### src/rtl/ready_instruction_queue.sv
// Ready-instruction circular buffer between fetch/decode and the scheduler.
// Presents the three oldest entries plus current and next-cycle ready counts.
module ready_instruction_queue #(
   parameter int INSTR_WIDTH = 16,
   parameter int DEPTH       = 8
) (
   input  logic                         main_clk,
   input  logic                         main_reset_n,
   input  logic [INSTR_WIDTH-1:0]       fetch_instruction,
   input  logic                         fetch_valid,
   output logic                         fetch_ready,
   input  logic                         jump_flush,
   input  logic [1:0]                   used_ready_instruction_count,
   output logic [1:0]                   ready_instruction_count_now,
   output logic [1:0]                   ready_instruction_count_next,
   output logic [INSTR_WIDTH-1:0]       ready_instruction_0,
   output logic [INSTR_WIDTH-1:0]       ready_instruction_1,
   output logic [INSTR_WIDTH-1:0]       ready_instruction_2,
   output logic [$clog2(DEPTH+1)-1:0]   occupancy
);
   localparam int PW = $clog2(DEPTH);
   localparam int OW = $clog2(DEPTH+1);

   logic [INSTR_WIDTH-1:0] mem_q [DEPTH];
   logic [PW-1:0]          head_q, head_d;
   logic [PW-1:0]          tail_q, tail_d;
   logic [OW-1:0]          occ_q, occ_d;
   logic [1:0]             cnt_q, cnt_d;
   logic                   push_s;
   logic                   write_s;

   // Readiness depends on registered occupancy only, never on this cycle's pop.
   assign fetch_ready = (occ_q < OW'(DEPTH)) & main_reset_n;
   assign push_s      = fetch_valid & fetch_ready;
   assign write_s     = push_s & ~jump_flush;

   always_comb begin
      head_d = head_q;
      tail_d = tail_q;
      occ_d  = occ_q;
      if (!main_reset_n || jump_flush) begin
         head_d = '0;
         tail_d = '0;
         occ_d  = '0;
      end else begin
         head_d = head_q + PW'(used_ready_instruction_count);
         tail_d = tail_q + PW'(push_s);
         occ_d  = occ_q + OW'(push_s) - OW'(used_ready_instruction_count);
      end
   end

   // Preview count comes from occupancy arithmetic only, keeping storage off this path.
   always_comb begin
      if (occ_d >= OW'(3)) begin
         cnt_d = 2'd3;
      end else begin
         cnt_d = occ_d[1:0];
      end
   end

   always_ff @(posedge main_clk) begin
      if (!main_reset_n) begin
         head_q <= '0;
         tail_q <= '0;
         occ_q  <= '0;
         cnt_q  <= 2'd0;
      end else begin
         head_q <= head_d;
         tail_q <= tail_d;
         occ_q  <= occ_d;
         cnt_q  <= cnt_d;
      end
   end

   always_ff @(posedge main_clk) begin
      if (main_reset_n && write_s) begin
         mem_q[tail_q] <= fetch_instruction;
      end
   end

   assign ready_instruction_count_next = cnt_d;
   assign ready_instruction_count_now  = cnt_q;
   assign occupancy                    = occ_q;
   assign ready_instruction_0          = mem_q[head_q];
   assign ready_instruction_1          = mem_q[head_q + PW'(1)];
   assign ready_instruction_2          = mem_q[head_q + PW'(2)];

   ready_instruction_queue_chk u_chk (
      .clk      (main_clk),
      .rst_n    (main_reset_n),
      .flush    (jump_flush),
      .pop      (used_ready_instruction_count),
      .cnt_now  (cnt_q)
   );
endmodule

// Protocol checker: the scheduler may not consume more than is ready.
module ready_instruction_queue_chk (
   input logic       clk,
   input logic       rst_n,
   input logic       flush,
   input logic [1:0] pop,
   input logic [1:0] cnt_now
);
   always @(posedge clk) begin
      if (rst_n && !flush) begin
         assert (pop <= cnt_now)
            else $error("used_ready_instruction_count=%0d exceeds ready_instruction_count_now=%0d",
                        pop, cnt_now);
      end
   end
endmodule
### config.mk
export PLATFORM = sky130hd
export DESIGN_NAME = ready_instruction_queue
export DESIGN_NICKNAME = d
export VERILOG_FILES = /design/src/rtl/ready_instruction_queue.sv
export SDC_FILE = /design/constraint.sdc
export NUM_CORES = 1
export LEC_CHECK = 0
export CAP_MARGIN = 30
export CORE_ASPECT_RATIO = 0.8
export CORE_MARGIN = 1.5
export CORE_UTILIZATION = 30
export CTS_CLUSTER_DIAMETER = 80
export DETAILED_ROUTE_END_ITERATION = 10
export SYNTH_ARGS = -nofsm -noshare
export SYNTH_HDL_FRONTEND = slang
export SYNTH_HIERARCHICAL = 1
export SYNTH_SLANG_ARGS = --single-unit
### constraint.sdc
create_clock -name main_clk -period 6.4 [get_ports main_clk]
set_input_delay 1.28 -clock main_clk [delete_from_list [all_inputs] [get_ports main_clk]]
set_output_delay 1.28 -clock main_clk [all_outputs]
set_load 0.05 [all_outputs]
After elaboration in Yosys (flattened, before gate mapping)
Memories as Yosys holds them, arrays and structs flattened. A register that Yosys moved wholly into a read port is not among the register bits.
Index checks and enable logic that the tools add are counted.

cells by class
  bitwise gates (word level) = 5
  order comparisons = 2
  reductions and logical operators = 4
  multiplexer cells = 5
  add/subtract/negate cells = 6

operator list
  operator                                             count
  adder 4 x 1 -> 4 bit                                 1
  >= comparator 4 x 2 -> 1 bit, second input constant  1
  < comparator 4 bit, second input constant            1
  2-to-1 mux 4 bit                                     1
  subtractor 4 x 2 -> 4 bit                            1
  adder 3 x 1 -> 3 bit                                 1
  adder 3 x 1 -> 3 bit, second input constant          1
  adder 3 x 2 -> 3 bit                                 1
  adder 3 x 2 -> 3 bit, second input constant          1
  AND 1 bit                                            3
  2-to-1 mux 3 bit                                     1
  2-to-1 mux 1 bit                                     2
  2-to-1 mux 2 bit                                     1
  inverter 1 bit                                       2
  OR reduction 2 bit                                   1
  logical AND 1 bit                                    1
  zero test 1 bit                                      1
  logical OR 1 bit                                     1

storage, ports and cells
  register bits = 12
  memories kept = 1
  bits of input ports = 22
  output and inout bits = 57
  word-level logic and storage cells = 27
  memory bits (writable) = 128

memory list
  name   depth  width  read ports  clocked after Yosys merged registers in  wr ports  line  source
  mem_q  8      16     3           1                                        1         24    logic [INSTR_WIDTH-1:0] mem_q [DEPTH];

Depth between registers and ports, before layout
  word-level depth = 8
  gate-level depth with buffers = 8
  mapped depth without buffers = 8

Worst setup path after synthesis
OpenSTA, ideal clock, no wires.

  path type = input port to output port
  start point = in fetch_valid
  end point = out ready_instruction_count_next[0]
  stages = 7
  path buffers = 0
  data arrival time = 3.007 ns
  required time = 5.120 ns
  setup slack = 2.113 ns
  cell sequence = nand3b_1 ha_1 inv_1 ha_1 fa_1 xor2_1 o31a_1

on the way
  longest elaborated chain between the ends = 6

RTL lines
  element                       line  source
  start: declaration            10    input logic fetch_valid,
  AND 1 bit *                   34    assign push_s = fetch_valid & fetch_ready;
  adder 4 x 1 -> 4 bit *        48    occ_d = occ_q + OW'(push_s) - OW'(used_ready_instruction_count);
  subtractor 4 x 2 -> 4 bit *   48
  2-to-1 mux 4 bit *            41    if (!main_reset_n || jump_flush) begin
  >= comparator 4 x 2 -> 1 bit  54    if (occ_d >= OW'(3)) begin
  2-to-1 mux 2 bit *            54
  end: declaration              15    output logic [1:0] ready_instruction_count_next,

Mark *: on every way between the ends. The rest lies on a longest branch, timed or not.

Worst setup path in the final report
  start point = in main_reset_n
  end point = out ready_instruction_count_next[1]

on the way
  longest elaborated chain between the ends = 7
  elaborated cells on any way between the ends = 9
  those cells by class = add/sub: 2; order compare: 1; mux: 2; bitwise: 2; reduce/logical: 2

RTL lines
  element                       line  source
  start: declaration            8     input logic main_reset_n,
  AND 1 bit                     33    assign fetch_ready = (occ_q < OW'(DEPTH)) & main_reset_n;
  AND 1 bit                     34
  adder 4 x 1 -> 4 bit          48
  subtractor 4 x 2 -> 4 bit     48
  2-to-1 mux 4 bit *            41
  >= comparator 4 x 2 -> 1 bit  54
  2-to-1 mux 2 bit *            54

Marks and branches as above.

==> metrics.txt <==
CP max stage delay 800 ps; Data arrival, critical path 4180 ps; number of placement rows 49; slew at the pin closest to its max-slew limit 937.0 ps; starting density of the core 30.70%; antenna violations before repair 0; number of setup buffers added after CTS 0; cell-by-cell trace of the critical path clkdlybuf4s50_1 > nand3b_1 > ha_1 > inv_1 > ha_1 > fa_1 > xor2_1 > o31a_1 > clkdlybuf4s50_1; htree depth 4; global placement routability congestion 0.7374; Setup Skew 5.358 ps; post-layout min period 5461 ps; Total Neg Setup Slack 0 ps; flip-flop and latch count after synthesis 140; hold violation total from the final report 0; final core area utilization 38.36%; top fanout value on the critical path 5; Clock Latency Late Sink 420 ps; most common cell in the netlist edfxtp_1; power per cell area 272.4 nW/um^2; EDFF count, synth 128; Yosys warning total 6; area enclosed by the die boundary 24010 sq um; antenna viol nets, final 0; cell type group with the largest total delay on the critical path buffers and inverters; Required @ worst endpoint approximately 5000 ps; buffers from clock root to sink, at most 2; class of the most critical hold timing path reg2reg; element type at the critical path end output pin; peak supply drop approximately 170 uV; total global routing track utilization 13.56%; number of nets in the finished design 551; diode insertion count for antenna repair 0; ys flop type edfxtp_1; status finished clean; vias in the first global route roughly 4200; share of synthesized area occupied by flip-flops and latches 58.97%; number of CTS-inserted buffers 17; fraction of layout instances using a drive strength above 1 around 27%; number of I/O pins 79; Post-Place Cell Area between 8000 and 9000 sq um; Port Buffers 78; final worst-path cycle share roughly 85%; Met1 Routed Length 7.066 mm; y dimension of the die 138.9 um; HPWL after DPL between 10 and 15 mm; vias 4073; Synth area leader edfxtp_1; CTS tree done; met2 wire len 7.777 mm; start-to-end type of the worst setup path in2out; final standard cell area without fillers 8655 sq um; main area contributors after synthesis edfxtp_1 56%, mux4_2 12%, mux2_2 7.8%, mux4_1 3.8%, dfxtp_1 3.5%; count of maximum capacitance violations 0; slowest stage cell, crit path clkdlybuf4s50_1; post-CTS sizing 0; final WL 15.84 mm; ys async rst share 0%; total core area 22560 sq um; wire length of the first global-routing pass around 24 mm; post-route DRC violation count 0; violation count after the first detailed-route iteration 324; vias per inst about 5; Mapped Nets 467; highest metal layer with signal wires met4; hold_buf cts 0; timing-limited maximum frequency approximately 180 MHz; hold slack final 602.3 ps; RSZ-0062 raised after global routing false; top cells by count, synth 128 x edfxtp_1, 48 x mux2_2, 38 x mux4_2; TritonCTS Sinks 140; overall power consumption 2.357 mW; largest net degree at the start of global routing 57; clock transition time at the flip-flop clock pins of the worst setup and hold paths 60 ps; Die Span X 172.9 um; average detailed-routed wire length per instance 18.92 um; Relative slew margins 37.53%; detailed-routed wire length on met3 735 um; Post-Synthesis Cell Area 6925 sq um; number of distinct standard cells referenced by the synthesized netlist 29; Clock Tree Root clkbuf_16; Post-Synthesis Mean Instance Area 15.96 sq um; reported leakage power 2.744 nW; kind of launch point of the worst setup path input port; global-route congestion overflow total 0; setup violation total in the final timing report 0; layout-stage area growth over the synthesis result 24.97%; area share of the largest cell type after synthesis a little under three fifths; number of iterations in the first detailed-routing pass 4; Crit path buffers/inverters 3; filler cell count in the final layout 2101; cell count after synthesis 434; Pins Over Slew Limit 0
## worst register-to-register path: stages (launching register included)
cell and delay, ps:
dfxtp_4 630, buf_4 810, ha_1 280, inv_1 50
fa_1 370, xor2_1 150, nor2_1 110
## worst paths after layout
path	from	end	slack [ps]	cells past startpoint
worst max-delay path	main_reset_n	ready_instruction_count_next[1]	940	9
worst min-delay path	tail_q[0]$_SDFF_PP0_	tail_q[0]$_SDFF_PP0_	600	2
worst max register to register	head_q[0]$_SDFF_PP0_	head_q[2]$_SDFF_PP0_	3950	6
worst min register to register	tail_q[0]$_SDFF_PP0_	tail_q[0]$_SDFF_PP0_	600	2
## per-layer routing
layer  GRT usage [%]  vias up
met2           22.33      108
met4           4.851        0
met3           2.906       17
li1                -     1882
met1           17.73     2066
met5               0        -
## sequential cells by signal, summed over array words and instances (netlist names)
register	flops
mem_q	128
occupancy	4
head_q	3
tail_q	3
ready_instruction_count_now	2
## cell usage in the layout, fill, tap and decap left out, drive strengths merged
cell / netlist / final
edfxtp: 128 / 128
clkdlybuf4s50: 0 / 78
mux2: 48 / 48
mux4: 48 / 48
nand2: 34 / 34
o21ai: 32 / 32
nor2: 26 / 26
a21oi: 17 / 17
clkbuf: 9 / 17
mux2i: 16 / 16
buf: 19 / 15
dfxtp: 12 / 12
ha: 9 / 9
inv: 7 / 9
and2: 7 / 7
clkinv: 0 / 7
o31a: 4 / 4
clkinvlp: 0 / 4
xnor2: 3 / 3
nand2b: 3 / 3
xor2: 3 / 3
nor2b: 2 / 2
nor3: 2 / 2
fa: 2 / 2
bufinv: 0 / 2
nand3b: 1 / 1
a21o: 1 / 1
or3: 1 / 1
## where the power goes
part | total, mW | internal, mW | leakage, nW | switching [mW]
Sequential | 1.02 | 1.01 | 1.25 | 0.0116
Clock | 0.952 | 0.571 | 0.273 | 0.381
Combinational | 0.386 | 0.152 | 1.22 | 0.234
Total | 2.36 | 1.73 | 2.74 | 0.626
## stage by stage
stage,std cells,setup WS (ps)
global route,837,808.8
CTS,837,952.3
detailed placement,805,963.8
floorplan,434,2113
global placement,804,1047
finish,837,938.7
## final cells by class
type	count	area [sq um]	share of cell area, %
clock inverters	15	148.9	1.720
flip-flops and latches	140	4089	47.25
repair buffers	93	913.4	10.55
multi-input cells	259	2669	30.84
inverters	7	26.28	0.3036
well taps	306	382.9	4.424
clock buffers	17	425.4	4.915
## kinds of logic after synthesis
group                    Yosys count  synth area share (%)
buffers and inverters             35                 2.855
XOR/XNOR                           6                0.8674
flip-flops                       140                 58.97
multiplexers                     112                 26.27
AND/OR/NAND/NOR                   76                 4.679
adder cells (fa/ha/maj)           11                 2.204
AO/OA/AOI/OAI                     54                 4.155
(Power assumes the default switching activity.)
==> variant: new RTL, same settings <==
Change the parameter `DEPTH` from 8 to 16.
--- a/src/rtl/ready_instruction_queue.sv
+++ b/src/rtl/ready_instruction_queue.sv
@@ -2,7 +2,7 @@
 // Presents the three oldest entries plus current and next-cycle ready counts.
 module ready_instruction_queue #(
    parameter int INSTR_WIDTH = 16,
-   parameter int DEPTH       = 8
+   parameter int DEPTH       = 16
 ) (
    input  logic                         main_clk,
    input  logic                         main_reset_n,
Interface: changed (resized occupancy); port bits go from 79 to 80. The function was not compared with the original's and may differ.
==> variant against the original RTL <==
Hold slack better by 3.6 ps; count of clock-buffer cells in the layout is 19 higher; setup slack got worse by 410 ps; routed wire length rose to 2.6 times the old value; area after synthesis increased by 110%; synthesized cell count grew 110%; power is 84% higher; sequential cell count is 131 higher; final area grew 98%; clock skew grew 23 ps; critical path type unchanged; largest cell class unchanged; largest power group unchanged; highest routed layer is now met5.
==> variant: results <==
{
  "status": "complete, no violations",
  "vias_per_cell": 5.62,
  "worstPathMaxFanout": 4,
  "layout_setup_ws_ps": 525,
  "grtUsageMet3": 0.0239,
  "track_usage": 0.163,
  "grt_antenna_before_repair": 2,
  "dpl.hpwl_microns": 26300,
  "ff2ff_setup_slack_ps": 3750,
  "clk_latency_ps": 580,
  "grt_use_met2": 0.264,
  "grt_pass1_vias": 9385,
  "clockBufferDepth": 3,
  "port_buffers": 79,
  "met1_usage": 0.228,
  "peakVddDrop_uv": 206,
  "drive_gt1_frac": 0.270,
  "synth.distinct_cells": 40,
  "synth_fa_ha_area_frac": 0.0130,
  "r2r_start": "occupancy[4]",
  "ff2ff_path_depth": 5,
  "yosys_register_bits": 271,
  "drt-met1-wl_microns": 17700,
  "synth-xor-area-share": 0.00787,
  "holdPathEnd": "tail_q[2]",
  "met3_length_microns": 2970,
  "grt_pass1_wl_microns": 61000,
  "fin_worst_skew_ps": 28.0,
  "drtPass1Iterations": 5,
  "wl_met2_microns": 19900,
  "gp_congestion": 0.784,
  "hold_ws_ps": 606,
  "synthMuxAreaShare": 0.280,
  "hp-start": "tail_q[2]",
  "routedWlPerCell_microns": 25.2,
  "p_leak_nw": 5.17,
  "p_int_mw": 3.19,
  "synth_commonest_cells": "edfxtp_1, mux4_2, nand2_1, mux2i_1, nor2_1",
  "dp.cells": 1601,
  "worstMarginPinSlew_ps": 1060,
  "synth_fp_nets": 965,
  "drtIter0Drc": 898,
  "grt_max_degree": 96,
  "endpoint": "ready_instruction_count_next[0]",
  "synth_area_leaders": "edfxtp_1, mux4_2, mux2i_1",
  "routed.top_layer": "met5",
  "postCtsSetupBuffers": 0,
  "timing.rr.end": "mem_q[2][5]",
  "cts_inserted_buffers": 30,
  "synth_edf_count": 256,
  "ys_seq_area_frac": 0.546,
  "worstPathArrival_ps": 4600,
  "place_area_sq_um": 16100,
  "synth_compound_area_frac": 0.0449
}
[variant: cell type report]
| type | count | area [sq um] |
|---|---|---|
| fill | 4508 | 31200 |
| sequential | 271 | 8000 |
| multi-input combinational | 574 | 6220 |
| timing repair buffer | 117 | 1090 |
| tap | 629 | 787 |
| clock buffer | 36 | 773 |
| clock inverter | 19 | 188 |
| inverter | 10 | 37.5 |
| antenna | 1 | 2.50 |
[variant: critical path: stages]
cell,delay [ps]
clkdlybuf4s50_1,490
nor2b_1,170
nand2_1,140
ha_1,290
inv_1,60
ha_1,150
inv_1,60
fa_1,430
nor2b_1,170
o21a_1,140
o21ai_0,90
a31oi_1,320
nand2_1,80
clkdlybuf4s50_1,710
[variant: power by group through the flow]
stage          clock network (mW)  logic, mW  registers (mW)
2_1_floorplan                   0      0.449            2.02
3_3_place_gp                    0      0.687            2.00
3_5_place_dp                    0      0.691            2.00
4_1_cts                      1.73      0.693            1.96
5_1_grt                      1.79      0.725            1.97
6_report                     1.69      0.686            1.96
